===== src/rtl/program_fetch.sv =====
// Program fetch unit: PC, one-stage instruction register, flow-change decode and a
// circular return-address stack. Define PROGRAM_FETCH_STACK_GUARD_EN for the sticky stack_err flag.
module program_fetch #(
  parameter logic [10:0] RESET_VECTOR = 11'h000,
  parameter int          STACK_DEPTH  = 8
) (
  input  logic        clk,
  input  logic        reset,
  output logic [10:0] rom_addr_out,
  input  logic [13:0] rom_data_in,
  input  logic        stall,
  input  logic        skip_req,
  output logic [13:0] ir_out,
  output logic        ir_valid,
  output logic [10:0] pc_out,
  output logic        stack_err
);

  // STACK_DEPTH is a power of two (>= 2), so the pointer wraps naturally.
  localparam int              SP_W   = (STACK_DEPTH > 1) ? $clog2(STACK_DEPTH) : 1;
  localparam logic [SP_W-1:0] SP_ONE = SP_W'(1);

  logic [10:0]     r_pc;
  logic [13:0]     r_ir;
  logic            r_ir_valid;
  logic [10:0]     r_pc_out;
  logic [SP_W-1:0] r_sp;
  logic [10:0]     r_stack [STACK_DEPTH];

  logic            w_is_goto;
  logic            w_is_call;
  logic            w_is_ret;
  logic            w_flow;
  logic            w_skip;
  logic [SP_W-1:0] w_sp_dec;
  logic [10:0]     w_pop_addr;
  logic [10:0]     w_ret_addr;
  logic [10:0]     w_pc_next;

  // A bubble in the IR never decodes as anything.
  assign w_is_goto  = r_ir_valid && (r_ir[13:11] == 3'b101);
  assign w_is_call  = r_ir_valid && (r_ir[13:11] == 3'b100);
  assign w_is_ret   = r_ir_valid && ((r_ir == 14'h0008) || (r_ir[13:10] == 4'b1101));
  assign w_flow     = w_is_goto || w_is_call || w_is_ret;
  assign w_skip     = r_ir_valid && skip_req && !w_flow;
  assign w_sp_dec   = r_sp - SP_ONE;
  assign w_pop_addr = r_stack[w_sp_dec];
  assign w_ret_addr = r_pc_out + 11'd1;

  always_comb begin
    w_pc_next = r_pc + 11'd1;
    if (w_is_goto || w_is_call) begin
      w_pc_next = r_ir[10:0];
    end else if (w_is_ret) begin
      w_pc_next = w_pop_addr;
    end
  end

  always_ff @(posedge clk) begin
    if (reset) begin
      r_pc       <= RESET_VECTOR;
      r_ir       <= 14'h0000;
      r_ir_valid <= 1'b0;
      r_pc_out   <= 11'h000;
      r_sp       <= '0;
    end else if (!stall) begin
      r_pc       <= w_pc_next;
      r_ir       <= rom_data_in;
      r_pc_out   <= r_pc;
      // The word fetched alongside a flow change or skip is discarded.
      r_ir_valid <= !(w_flow || w_skip);
      if (w_is_call) begin
        r_sp <= r_sp + SP_ONE;
      end else if (w_is_ret) begin
        r_sp <= w_sp_dec;
      end
    end
  end

  // Stack contents are deliberately not reset.
  always_ff @(posedge clk) begin
    if (!reset && !stall && w_is_call) begin
      r_stack[r_sp] <= w_ret_addr;
    end
  end

`ifdef PROGRAM_FETCH_STACK_GUARD_EN
  localparam int               DEPTH_W   = $clog2(STACK_DEPTH + 1);
  localparam logic [DEPTH_W-1:0] DEPTH_MAX = DEPTH_W'(STACK_DEPTH);

  logic [DEPTH_W-1:0] r_depth;
  logic               r_stack_err;

  // Depth saturates; the stack itself keeps wrapping regardless.
  always_ff @(posedge clk) begin
    if (reset) begin
      r_depth     <= '0;
      r_stack_err <= 1'b0;
    end else if (!stall) begin
      if (w_is_call) begin
        if (r_depth == DEPTH_MAX) begin
          r_stack_err <= 1'b1;
        end else begin
          r_depth <= r_depth + DEPTH_W'(1);
        end
      end else if (w_is_ret) begin
        if (r_depth == '0) begin
          r_stack_err <= 1'b1;
        end else begin
          r_depth <= r_depth - DEPTH_W'(1);
        end
      end
    end
  end

  assign stack_err = r_stack_err;
`else
  assign stack_err = 1'b0;
`endif

  assign rom_addr_out = r_pc;
  assign ir_out       = r_ir;
  assign ir_valid     = r_ir_valid;
  assign pc_out       = r_pc_out;

endmodule


===== config.mk =====
export PLATFORM = sky130hd
export DESIGN_NAME = program_fetch
export DESIGN_NICKNAME = d
export VERILOG_FILES = /design/src/rtl/program_fetch.sv
export SDC_FILE = /design/constraint.sdc
export NUM_CORES = 1
export LEC_CHECK = 0
export BUFFER_PORTS_ARGS = -buffer_cell sky130_fd_sc_hd__buf_2
export CORE_UTILIZATION = 50
export DETAILED_ROUTE_END_ITERATION = 7
export MAX_ROUTING_LAYER = met4
export PLACE_DENSITY = 0.69
export REMOVE_ABC_BUFFERS = 1
export SLEW_MARGIN = 20
export SYNTH_ARGS = -nofsm -noshare
export SYNTH_HDL_FRONTEND = slang
export SYNTH_SLANG_ARGS = --single-unit

===== constraint.sdc =====
create_clock -name clk -period 6.2 [get_ports clk]
set_input_delay 1.24 -clock clk [delete_from_list [all_inputs] [get_ports clk]]
set_output_delay 1.24 -clock clk [all_outputs]
set_load 0.02 [all_outputs]

# Word-level counts from Yosys, hierarchy flattened

Memory sizes are Yosys's and may differ from the RTL's.
Cells that the tools add are included.

Output and inout bits: 38
Bits in writable memories: 88
Logic and storage cells: 38
Memories kept: 1
Register bits after elaboration: 40

Bitwise gates (word level): 1
Mux-type cells: 6
$add $sub $neg: 4
Reductions and logical operators: 17
Equal/unequal tests: 4

Memory list:

| memory  | words | width | read ports | clocked after memory_dff | write ports | line | text |
|---|---|---|---|---|---|---|---|
| r_stack | 8     | 11    | 1          | 0                        | 1           | 28   | `logic [10:0] r_stack [STACK_DEPTH];` |

Operator list:

| operator                                         | number |
|---|---|
| adder 11 x 1 -> 11 bit, second input constant    | 2 |
| two-way mux 11 bit                               | 2 |
| == test 14 x 4 -> 1 bit, second input constant   | 1 |
| logical AND 1 bit                                | 7 |
| == test 3 bit, second input constant             | 2 |
| two-way mux 3 bit                                | 2 |
| == test 4 bit, second input constant             | 1 |
| logical NOT 1 bit                                | 4 |
| logical OR 1 bit                                 | 4 |
| adder 3 x 1 -> 3 bit, second input constant      | 1 |
| subtractor 3 x 1 -> 3 bit, second input constant | 1 |
| two-way mux 1 bit                                | 2 |
| AND reduction 2 bit                              | 1 |
| nonzero test 2 bit                               | 1 |
| inverter 1 bit                                   | 1 |

# Longest topological paths before layout

Depth after elaboration: 8
Gate-level depth with buffers: 11
Mapped depth without buffers: 7

# Worst setup path before layout

No wires, ideal clock.

Kind: input to register
Start: input port stall
End: memory r_stack[1][0] (enable)
Setup time: 0.393 ns
Buffers on the path: 1
Path slack: 3.262 ns
Data required time: 5.807 ns
Arrival time: 2.545 ns
Stages on the path: 4
Cell sequence: clkbuf_1 -> nor2_1 -> nand3_1 -> nor3_1

Longest elaborated chain between the ends: 5

RTL lines:

| item                                    | line | text |
|---|---|---|
| from (decl)                             | 11   | `input logic stall,` |
| logical NOT 1 bit                       | 82   | `if (!reset && !stall && w_is_call) begin` |
| logical AND 1 bit (2 in series)         | 82   |  |
| two-way mux 1 bit                       | 82   |  |
| two-way mux 1 bit (not written as such) | 83   | `r_stack[r_sp] <= w_ret_addr;` |
| to (decl)                               | 28   |  |

Every way passes these cells.

# Worst setup path after layout

Start: register r_sp[0]
End: register r_pc[8] (netlist: rom_addr_out[8])

Longest elaborated chain between the ends: 4

RTL lines:

| item                      | line | text |
|---|---|---|
| from (decl)               | 27   | `logic [SP_W-1:0] r_sp;` |
| from (signal assigned)    | 73   | `r_sp <= r_sp + SP_ONE;` |
| from (signal assigned)    | 75   | `r_sp <= w_sp_dec;` |
| subtractor 3 x 1 -> 3 bit | 46   | `assign w_sp_dec = r_sp - SP_ONE;` |
| memory (8 x 11 bit)       | -    |  |
| two-way mux 11 bit        | 54   | `end else if (w_is_ret) begin` |
| two-way mux 11 bit        | 52   | `if (w_is_goto \|\| w_is_call) begin` |
| to (signal assigned)      | 67   | `r_pc <= w_pc_next;` |
| to (decl)                 | 23   | `logic [10:0] r_pc;` |

Every way passes these cells.
A chain may end at the register's enable or synchronous reset.

==> results.json <==
{
  "drc": 0,
  "maxCapViolCount": 0,
  "gp_congestion": 0.826,
  "switching_share_pct": 22.9,
  "synth_most_common_cell": "edfxtp_1",
  "ant_nets": 0,
  "ys_seq_area_share_pct": 62.6,
  "coreArea_sq_um": 10500,
  "grt_pass1_vias": 3579,
  "cts_hold_buf": 0,
  "utilization_pct": 61.1,
  "die_x_microns": 107,
  "required_ns": 6.55,
  "cts_root_buffer": "clkbuf_8",
  "outcome": "finished, final reports clean",
  "power_mw": 2.00,
  "num_io_pins": 56,
  "rsz0062_at_grt": "false",
  "hold_viol": 0,
  "cts_max_level": 4,
  "async_flop_share_pct": 0,
  "clockBufferDepth": 2,
  "synth_area_leaders": "edfxtp_1, dfxtp_1, mux4_2",
  "num_rows": 37,
  "vias": 3535,
  "layout.nets": 468,
  "powerDensity_nw_per_um2": 311,
  "leakagePower_nw": 2.39,
  "cts_sinks": 128,
  "syn_avg_cell_area_sq_um": 14.1,
  "setup_viol": 0,
  "dp_slack_ns": 2.71,
  "synth_top_area_share_pct": 48.0,
  "worst_slack_ns": 3.13,
  "cts_made_buffers": 17,
  "internal_power_mw": 1.54,
  "grtUsageTotal_pct": 24.4,
  "synth-main-ff-cell": "edfxtp_1",
  "n_fill_cell": 796,
  "firstDrtPassIters": 5,
  "routed_wirelength_microns": 12400,
  "grt_max_degree": 56,
  "p_switching_uw": 456,
  "critical_path_class": "flip-flop to flip-flop",
  "ys_ff_latch": 128,
  "max_freq_mhz": 325,
  "min_period_over_period_pct": 49.6,
  "cts_tree": "built",
  "crit_fanout": 26,
  "peakVddDrop_v": 0.000146,
  "worst_pin_slew_ns": 1.08,
  "combinationalPowerShare_pct": 6.0,
  "finalClockSkew_ns": 0.0104,
  "antenna_cells": 0,
  "drt-initial-drc-count": 254,
  "setup_tns_ns": 0,
  "p_clk_share_pct": 46.5,
  "syn2layout_area_growth_pct": 16.7,
  "dieArea_sq_um": 11400,
  "grt_pass1_wl_microns": 19900,
  "synthesis.area_sq_um": 5500,
  "drv_slew": 0,
  "die_h_microns": 107,
  "hp-class": "flip-flop to flip-flop",
  "min_period_ns": 3.07,
  "critPathLaunchType": "flip-flop",
  "synthTopCellsByCount": "edfxtp_1, dfxtp_1, nor2_1, mux2i_1, mux4_2",
  "port_buffers": 54,
  "cts_resized": 0,
  "wl_per_cell_microns": 20.8,
  "dp_hpwl_microns": 8140,
  "yosys.area.top_type": "edfxtp_1",
  "synthDistinctLibCells": 44,
  "grt_antenna_before_repair": 0,
  "postCtsSetupBuffers": 0,
  "crit_path_end_kind": "flip-flop",
  "cts.reportedPaths.clkPinSlew_ns": 0.06,
  "via_per_inst": 5.95,
  "drive_above_1_share_pct": 25.8,
  "overflow": 0,
  "yosysWarnings": 0,
  "synth_enable_flop_cells": 88,
  "crit_arrival_ns": 3.42,
  "synth_cells": 391,
  "slew_headroom_pct": 28.0,
  "power_frac_seq_pct": 47.5,
  "initial_utilization_pct": 52.4,
  "clock_latency_ns": 0.51
}
-- metrics by stage --
step / hold slack (ns) / instance area (sq um) / std cells
2_1_floorplan: 0.525 / 5390 / 368
3_3_place_gp: 0.522 / 5860 / 563
3_5_place_dp: 0.519 / 5860 / 563
4_1_cts: 0.529 / 6420 / 594
5_1_grt: 0.569 / 6420 / 594
6_report: 0.527 / 6420 / 594
-- cell type report --
type                    count  area [sq um]  share of cell area [%]
inverters                  14          52.6                   0.818
clock inverters            14           144                    2.24
well taps                 136           170                    2.65
repair buffers             59           308                    4.79
multi-input cells         226          1890                    29.5
clock buffers              17           414                    6.45
flip-flops and latches    128          3440                    53.6
-- cell usage in the layout, fill, tap and decap left out, drive strengths merged, types with 7 or more instances in the layout --
cell	Yosys	final
o21ai	11	11
edfxtp	88	88
inv	14	15
dfxtp	40	40
buf	16	59
clkinv	0	8
mux4	22	22
a21oi	15	15
o211ai	7	7
nand2	8	8
mux2i	34	34
nor2	40	40
a221oi	10	10
xnor2	14	14
nand3	18	18
clkbuf	7	17
-- routing by layer --
layer | routed length, microns | up-vias | GRT usage, %
met4 | 281 | 0 | 9.88
met5 | 0 | - | -
met1 | 5570 | 1772 | 32.9
met2 | 5900 | 137 | 36.7
li1 | - | 1603 | -
met3 | 615 | 23 | 4.80
-- power by group through the flow --
stage / registers (mW) / clock network [mW] / logic [mW]
final: 0.948 / 0.928 / 0.120
after global routing: 0.950 / 0.970 / 0.131
after CTS: 0.948 / 0.933 / 0.121
after detailed placement: 0.966 / 0 / 0.121
after global placement: 0.965 / 0 / 0.118
after floorplan: 0.977 / 0 / 0.0557
-- cell families (layout without fill, tap and decap cells) --
kind of cell    after synthesis  count (layout)  synth area share (%)
compound gates               52              52                  6.34
xor+xnor                     19              19                  3.02
fa+ha+maj                     4               4                 0.909
buf+inv                      37             104                  3.09
flops                       128             128                  62.6
mux                          58              58                  15.6
other cells                   1               1                0.0681
simple gates                 92              92                  8.41
-- path summary, 6_finish.rpt --
kind	from	end	slack, ns	depth (start not counted)
max reg2reg	r_sp[0]	rom_addr_out[8]	3.13	8
max	r_sp[0]	rom_addr_out[8]	3.13	8
min	rom_addr_out[10]	rom_addr_out[10]	0.53	2
min reg2reg	rom_addr_out[10]	rom_addr_out[10]	0.53	2
-- sequential cells by signal, summed over array words and instances, names as in the netlist --
name,cells
ir_out,14
r_sp,3
pc_out,11
ir_valid,1
rom_addr_out,11
r_stack,88
-- critical path, cell delays in order (launching register included) --
cell and delay, ns:
dfxtp_1 0.31, buf_4 0.41, inv_1 0.13, ha_1 1.03, mux4_2 0.41, mux2i_1 0.25
o21ai_0 0.14, o211ai_1 0.12, a221oi_1 0.10
No activity file was read; power rests on OpenSTA's default activity.
